<file path="src/rtl/aes_pipe_ctrl.sv">
// Flow-control wrapper around the free-running 10-round AES-128 pipeline core.
// Adds valid/ready streams, credit-based issue, an output FIFO and drained key changes.
`timescale 1ns/1ps
module aes_pipe_ctrl #(
    parameter int LATENCY = 11,
    parameter int DEPTH   = 16,
    parameter int CW      = 5
) (
    input  logic         clk,
    input  logic         rst_n,
    input  logic [127:0] key_in,
    input  logic         key_load,
    output logic         key_busy,
    input  logic         in_valid,
    output logic         in_ready,
    input  logic [127:0] in_data,
    output logic         out_valid,
    input  logic         out_ready,
    output logic [127:0] out_data,
    output logic [127:0] aes_datain,
    output logic [127:0] aes_key,
    input  logic [127:0] aes_dataout
);
    localparam int AW = (DEPTH > 1) ? $clog2(DEPTH) : 1;

    typedef enum logic [1:0] {RUN, DRAIN, KEYSET} state_t;

    state_t               state_q, state_d;
    logic [127:0]         key_q, key_d;
    logic [127:0]         shadow_q, shadow_d;
    logic [LATENCY-1:0]   vpipe_q, vpipe_d;
    logic [CW-1:0]        inflight_q, inflight_d;
    logic [CW-1:0]        occ_q, occ_d;
    logic [AW-1:0]        rd_q, rd_d;
    logic [AW-1:0]        wr_q, wr_d;
    logic                 en_q, en_d;
    logic [127:0]         mem_q [DEPTH];

    logic                 credit_ok;
    logic                 accept;
    logic                 push;
    logic                 pop;
    logic [CW:0]          credit_sum;

    // Everything issued but not yet consumed holds a credit, so a push always finds room.
    assign credit_sum = {1'b0, inflight_q} + {1'b0, occ_q};
    assign credit_ok  = credit_sum < (CW+1)'(DEPTH);

    assign in_ready   = en_q && (state_q == RUN) && !key_load && credit_ok;
    assign accept     = in_valid && in_ready;
    assign push       = vpipe_q[LATENCY-1];
    assign out_valid  = (occ_q != '0);
    assign pop        = out_valid && out_ready;
    assign out_data   = out_valid ? mem_q[rd_q] : '0;
    assign key_busy   = (state_q != RUN);
    assign aes_datain = in_data;
    assign aes_key    = key_q;

    function automatic logic [AW-1:0] ptr_inc(input logic [AW-1:0] p);
        return (p == AW'(DEPTH - 1)) ? '0 : p + 1'b1;
    endfunction

    always_comb begin
        state_d    = state_q;
        key_d      = key_q;
        shadow_d   = shadow_q;
        en_d       = 1'b1;
        vpipe_d    = {vpipe_q[LATENCY-2:0], accept};
        inflight_d = inflight_q;
        occ_d      = occ_q;
        rd_d       = pop  ? ptr_inc(rd_q) : rd_q;
        wr_d       = push ? ptr_inc(wr_q) : wr_q;

        if (accept && !push) begin
            inflight_d = inflight_q + 1'b1;
        end else if (!accept && push) begin
            inflight_d = inflight_q - 1'b1;
        end

        if (push && !pop) begin
            occ_d = occ_q + 1'b1;
        end else if (!push && pop) begin
            occ_d = occ_q - 1'b1;
        end

        case (state_q)
            RUN: begin
                if (key_load) begin
                    shadow_d = key_in;
                    state_d  = (inflight_q == '0) ? KEYSET : DRAIN;
                end
            end
            DRAIN: begin
                if (inflight_q == '0) begin
                    state_d = KEYSET;
                end
            end
            KEYSET: begin
                key_d   = shadow_q;
                state_d = RUN;
            end
            default: state_d = RUN;
        endcase
    end

    always_ff @(posedge clk or negedge rst_n) begin
        if (!rst_n) begin
            state_q    <= RUN;
            key_q      <= '0;
            shadow_q   <= '0;
            en_q       <= 1'b0;
            vpipe_q    <= '0;
            inflight_q <= '0;
            occ_q      <= '0;
            rd_q       <= '0;
            wr_q       <= '0;
        end else begin
            state_q    <= state_d;
            key_q      <= key_d;
            shadow_q   <= shadow_d;
            en_q       <= en_d;
            vpipe_q    <= vpipe_d;
            inflight_q <= inflight_d;
            occ_q      <= occ_d;
            rd_q       <= rd_d;
            wr_q       <= wr_d;
        end
    end

    // Storage needs no reset: occupancy alone decides what is visible.
    always_ff @(posedge clk) begin
        if (push) begin
            mem_q[wr_q] <= aes_dataout;
        end
    end
endmodule

</file>
<file path="config.mk">
export PLATFORM = sky130hd
export DESIGN_NAME = aes_pipe_ctrl
export DESIGN_NICKNAME = d
export VERILOG_FILES = /design/src/rtl/aes_pipe_ctrl.sv
export SDC_FILE = /design/constraint.sdc
export NUM_CORES = 2
export LEC_CHECK = 0
export BUFFER_PORTS_ARGS = -buffer_cell sky130_fd_sc_hd__buf_2
export CAP_MARGIN = 20
export CORE_MARGIN = 2
export CORE_UTILIZATION = 59
export CTS_CLUSTER_DIAMETER = 200
export DETAILED_ROUTE_END_ITERATION = 8
export MAX_ROUTING_LAYER = met4
export PLACE_DENSITY = 0.76
export SYNTH_ARGS = -nofsm -noshare
export SYNTH_HDL_FRONTEND = slang
export SYNTH_SLANG_ARGS = --single-unit
</file>
<file path="constraint.sdc">
create_clock -name clk -period 13.8 [get_ports clk]
set_input_delay 2.07 -clock clk [delete_from_list [all_inputs] [get_ports clk]]
set_output_delay 2.07 -clock clk [all_outputs]
set_load 0.02 [all_outputs]
</file>
# Yosys cells after proc, flatten, opt, wreduce, memory -nomap -nowiden
# Memories as Yosys holds them, arrays and structs flattened.
# Index checks and enable logic that the tools add are counted.
[totals] regBits=288 ram_bits=2048 in_bits=389 output_inout_bits=387 word_cells=58 n_memories=1
[mem_list] memory="mem_q" words=16 word_bits=128 rd=1 rd_ports_with_merged_regs=0 write_ports=1 line_no="37" source="logic [127:0] mem_q [DEPTH];"
[classes] addsub=7 n_lt_le_gt_ge=1 eq_ne=6 mux=13 n_reduce_logical=21
[ops] cell="$mux 128" n=1
[ops] cell="$mux 5" n=4
[ops] cell="$add 5x1->5 const B" n=2
[ops] cell="$sub 5x1->5 const B" n=2
[ops] cell="$logic_and 1x1->1" n=9
[ops] cell="$add 4x1->4 const B" n=2
[ops] cell="$eq 4x4->1 const B" n=2
[ops] cell="$mux 4" n=2
[ops] cell="$add 5x5->6" n=1
[ops] cell="$lt 6x5->1 const B" n=1
[ops] cell="$mux 2" n=3
[ops] cell="$reduce_bool 2->1" n=3
[ops] cell="$logic_not 5->1" n=1
[ops] cell="$reduce_bool 5->1" n=1
[ops] cell="$logic_not 1->1" n=4
[ops] cell="$ne 2x2->1 const B" n=2
[ops] cell="$pmux 2 s2" n=1
[ops] cell="$reduce_and 2->1" n=2
[ops] cell="$eq 2x1->1 const B" n=1
[ops] cell="$eq 2x2->1 const B" n=1
[ops] cell="$logic_not 2->1" n=1
[ops] cell="$mux 1" n=2

# Depth between registers and ports, before layout
[depth] word_depth=9 mapped_depth=12 depth_no_buf=12

# Least setup slack after synthesis
# Ideal clock, no wire load.
[synth_path] path_kind="flip-flop to flip-flop" from="register vpipe_q[10]" to="memory mem_q[0][0] (enable)" setup_time_ns=0.772 arrival_ns=9.420 required_ns=13.028 slack_ns=3.608 stages_incl_launch_ff=4 path_buffers=1 period_less_slack_ns=10.192 cell_sequence="dfrtp_1 > clkbuf_1 > nand2_1 > nor3_1"
[synth_via] elab_chain_cells=2
[synth_rtl] item="start: declaration" line_no="31" source="logic [LATENCY-1:0] vpipe_q, vpipe_d;"
[synth_rtl] item="start signal: assignment" line_no="122" source="vpipe_q <= vpipe_d;"
[synth_rtl] item="$mux 1" line_no="132" source="if (push) begin"
[synth_rtl] item="$mux 1 (implied by the code)" line_no="133" source="mem_q[wr_q] <= aes_dataout;"
[synth_rtl] item="end: declaration" line_no="37"
# No other way between the ends.

# Final worst setup path
[layout_path] from="register rd_q[0]" to="output port out_data[27]"
[layout_via] elab_chain_cells=2
[layout_rtl] item="start: declaration" line_no="34" source="logic [AW-1:0] rd_q, rd_d;"
[layout_rtl] item="start signal: assignment" line_no="125" source="rd_q <= rd_d;"
[layout_rtl] item="$mem_v2 16x128"
[layout_rtl] item="$mux 128" line_no="54" source="assign out_data = out_valid ? mem_q[rd_q] : '0;"
[layout_rtl] item="end: declaration" line_no="19" source="output logic [127:0] out_data,"
# No other way between the ends.

==> impl_results.md <==
- Period minus WS final: 7.47 ns
- Area Growth Syn to Fin: 12.6%
- Vias: 43200
- Worst-path clk slew: 0.06 ns
- Total Power: 0.0190 W
- Layout cells sized above 1: 38.5%
- Setup_tns: 0 ns
- WS Path Type: reg2out
- Worst slew margin: 24.5%
- Maximum clock path buffer count: 3
- Finished Cell Area: 101000 um^2
- Storage cell area: 68700 um^2
- Crit path buf inv count: 4
- Worst Path Arrival: 5.40 ns
- Largest net degree at the start of global routing: 144
- Crit end category: output pin
- Post-DR vias/cell: 6.35
- Met3 usage in global routing: 7.88%
- Crit path max-delay cell type: dfrtp_4
- Crit path cell chain: buf_12 -> buf_4 -> buf_4 -> mux4_2 -> mux2_2 -> nand2_1 -> nand2_1 -> buf_2
- Synth area leader: edfxtp_1
- Setup slack after layout: 6.33 ns
- RSZ-0062 raised after global routing: false
- DP HPWL: 118000 um
- Global-route wire length before repair: 304000 um
- Die ar.: 155000 um^2
- Final #Nets: 4986
- Die height: 393 um
- Post-synth top area share: 68.8%
- Post-synth top flop: edfxtp_1
- Status: finished, final reports clean
- # setup viols final: 0
- Multi-input logic area: 18900 um^2
- Core area: 150000 um^2
- Gr busiest metal: met2
- Synthesized Nets: 4498
- Antenna Nets Post-Route: 0
- First drt pass iteration count: 6
- Vias in the first global route: 43500
- Peak supply drop: 0.236 mV
- Worst hold path class: reg2reg
- Max FO, Critical Path: 111
- Grt total ovfl: 0
- Fin Hold WS: 0.350 ns
- R2R Setup Slk: 9.68 ns
- Routed len/inst: 31.3 um
- Worst Hold End: vpipe_q[2]$_DFF_PN0_
- Syn Area/Cell: 21.8 um^2
- Final GP Congestion: 0.781
- Final Max Slew Viols: 0
- PwrDens: 189 nW/um^2
- Post-CTS sizing: 0
- Fill count: 9306
- Area contributors post-synth: edfxtp_1 (69%), mux4_2 (13%), dfrtp_1 (8.1%)
- Area of placed instances: 93400 um^2
- Worst flop-to-flop path endpoint: mem_q[2][47]$_DFFE_PP_
- Ys Warns: 0
- Synthesized flop and latch total: 2336
- PortBufs: 519
- Critical R2R Launch: vpipe_q[10]$_DFF_PN0_
- Synthesized cell area: 89400 um^2
- Initial drt markers: 4429
- Number of flops mapped to enable cells by yosys: 2048
- H-tree levels: 4
- Root buffer cell: clkbuf_16
- CP startpoint kind: flop
- Die width: 393 um
- Max cap viols: 0
- Met2 Track Usage GR: 43.7%
- Sink Count: 2336
- Crit share post-route: 54.1%
- CTS tree: yes
- Max Clk Rate: 134 MHz
- Total CTS buffers: 221
- Ys async rst share: 12.3%
- Starting Density: 59.5%
- # Post-CTS Setup Buffers: 0
- Global Route met1 Usage: 37.3%
- Post-synthesis sequential area ratio: 76.9%
- Hold path startpoint: vpipe_q[1]$_DFF_PN0_
- Worst Tran Pin Value: 1.13 ns
- Pre-CTS setup slack: 7.02 ns
- Post-Synthesis Cells: 4090
- Total wire length: 213000 um
- Top delay family on crit path: buffers and inverters
- Rows: 142
- # hold bufs at CTS: 0
- Hold Path Depth: 0
- CP peak stage delay: 0.92 ns
- Distinct cells, synth: 39
- Clk_lat worst skew: 0.85 ns
- GRT Util Overall: 28.4%
- Cell depth of the worst flop-to-flop path: 5
- Antenna violations before repair: 41
- Final Skew: 0.0543 ns
- # DRC: 0
- LEAKAGE: 34.7 nW
- I/O pins: 776
- Final hold vios: 0
- Worst Path Required: 11.73 ns
worst reg2reg max path, stage by stage (launching register included):
cell	delay [ns]
dfrtp_1	0.68
nand2_1	0.36
nor3_2	0.18
buf_4	0.73
buf_4	0.86
buf_4	0.89
state kept, by name, indices dropped and copies added, names as in the netlist:
| name | cells |
|---|---|
| rd_q | 4 |
| state_q | 2 |
| shadow_q | 128 |
| aes_key | 128 |
| mem_q | 2048 |
| vpipe_q | 11 |
| occ_q | 5 |
| inflight_q | 5 |
| wr_q | 4 |
| en_q | 1 |
stage by stage:
stage,cells,util [%]
CTS,6779,67.0
finish,6804,67.0
global placement,6370,62.2
detailed placement,6370,62.2
global route,6803,67.0
floorplan,4090,-
area by class of cell:
class,count,area share (%)
flip-flops and latches,2336,68.3
clock buffers,282,5.91
well taps,2016,2.51
repair buffers,596,3.26
clock inverters,127,1.24
multi-input cells,1417,18.7
inverters,6,0.0224
diodes,24,0.0597
cells in the mapped netlist, drive strengths merged (2+ instances only):
cell type	n
edfxtp	2048
mux4	512
mux2	386
dfrtp	288
nand2	274
buf	250
a22oi	126
clkbuf	81
nor2	19
ha	17
o21ai	12
a21oi	11
nor3	11
a21o	8
nand2b	7
inv	6
nand3	6
xnor2	6
o31ai	3
a2111oi	2
fa	2
mux2i	2
xor2	2
routing by layer:
metal | vias up | wire (um)
li1 | 17600 | -
met1 | 22700 | 79900
met2 | 2551 | 103000
met3 | 364 | 23200
met4 | 0 | 6620
met5 | - | 0
cell families after synthesis:
family                     after synthesis  share of synthesized area (%)
adders and majority gates               19                          0.283
and+or+nand+nor                        321                           1.41
AOI/OAI and AO/OA                      168                           1.36
xor gates and xnor gates                 8                         0.0784
muxes                                  900                           17.8
DFF                                   2336                           76.9
other                                    1                        0.00420
buffers and inverters                  337                           2.18
cell usage in the layout (no fill, tap or decap), types with 46 or more instances in the layout:
master,instances
nand2_1,274
clkbuf_16,225
clkbuf_1,46
a22oi_1,126
buf_2,518
mux2_2,386
dfrtp_1,285
edfxtp_1,2048
buf_4,70
mux4_2,512
clkinv_1,53
where the power goes:
group / switching [W] / leakage [nW] / internal, W
Sequential: 0.000169 / 22.1 / 0.00776
Clock: 0.00258 / 3.52 / 0.00340
Combinational: 0.00293 / 9.07 / 0.00219
how the worst max path moves through the flow:
stage | start | endpoint | slack (ns) | depth (start not counted)
finish | rd_q[0]$_DFFE_PN0P_ | out_data[27] | 6.33 | 8
global route | rd_q[0]$_DFFE_PN0P_ | out_data[27] | 5.81 | 8
CTS | rd_q[0]$_DFFE_PN0P_ | out_data[27] | 6.07 | 8
detailed placement | rd_q[0]$_DFFE_PN0P_ | out_data[22] | 7.02 | 8
global placement | rd_q[0]$_DFFE_PN0P_ | out_data[22] | 7.08 | 8
floorplan | vpipe_q[10]$_DFF_PN0_ | mem_q[0][0]$_DFFE_PP_ | 3.61 | 3
Power figures use the tool's default switching activity.
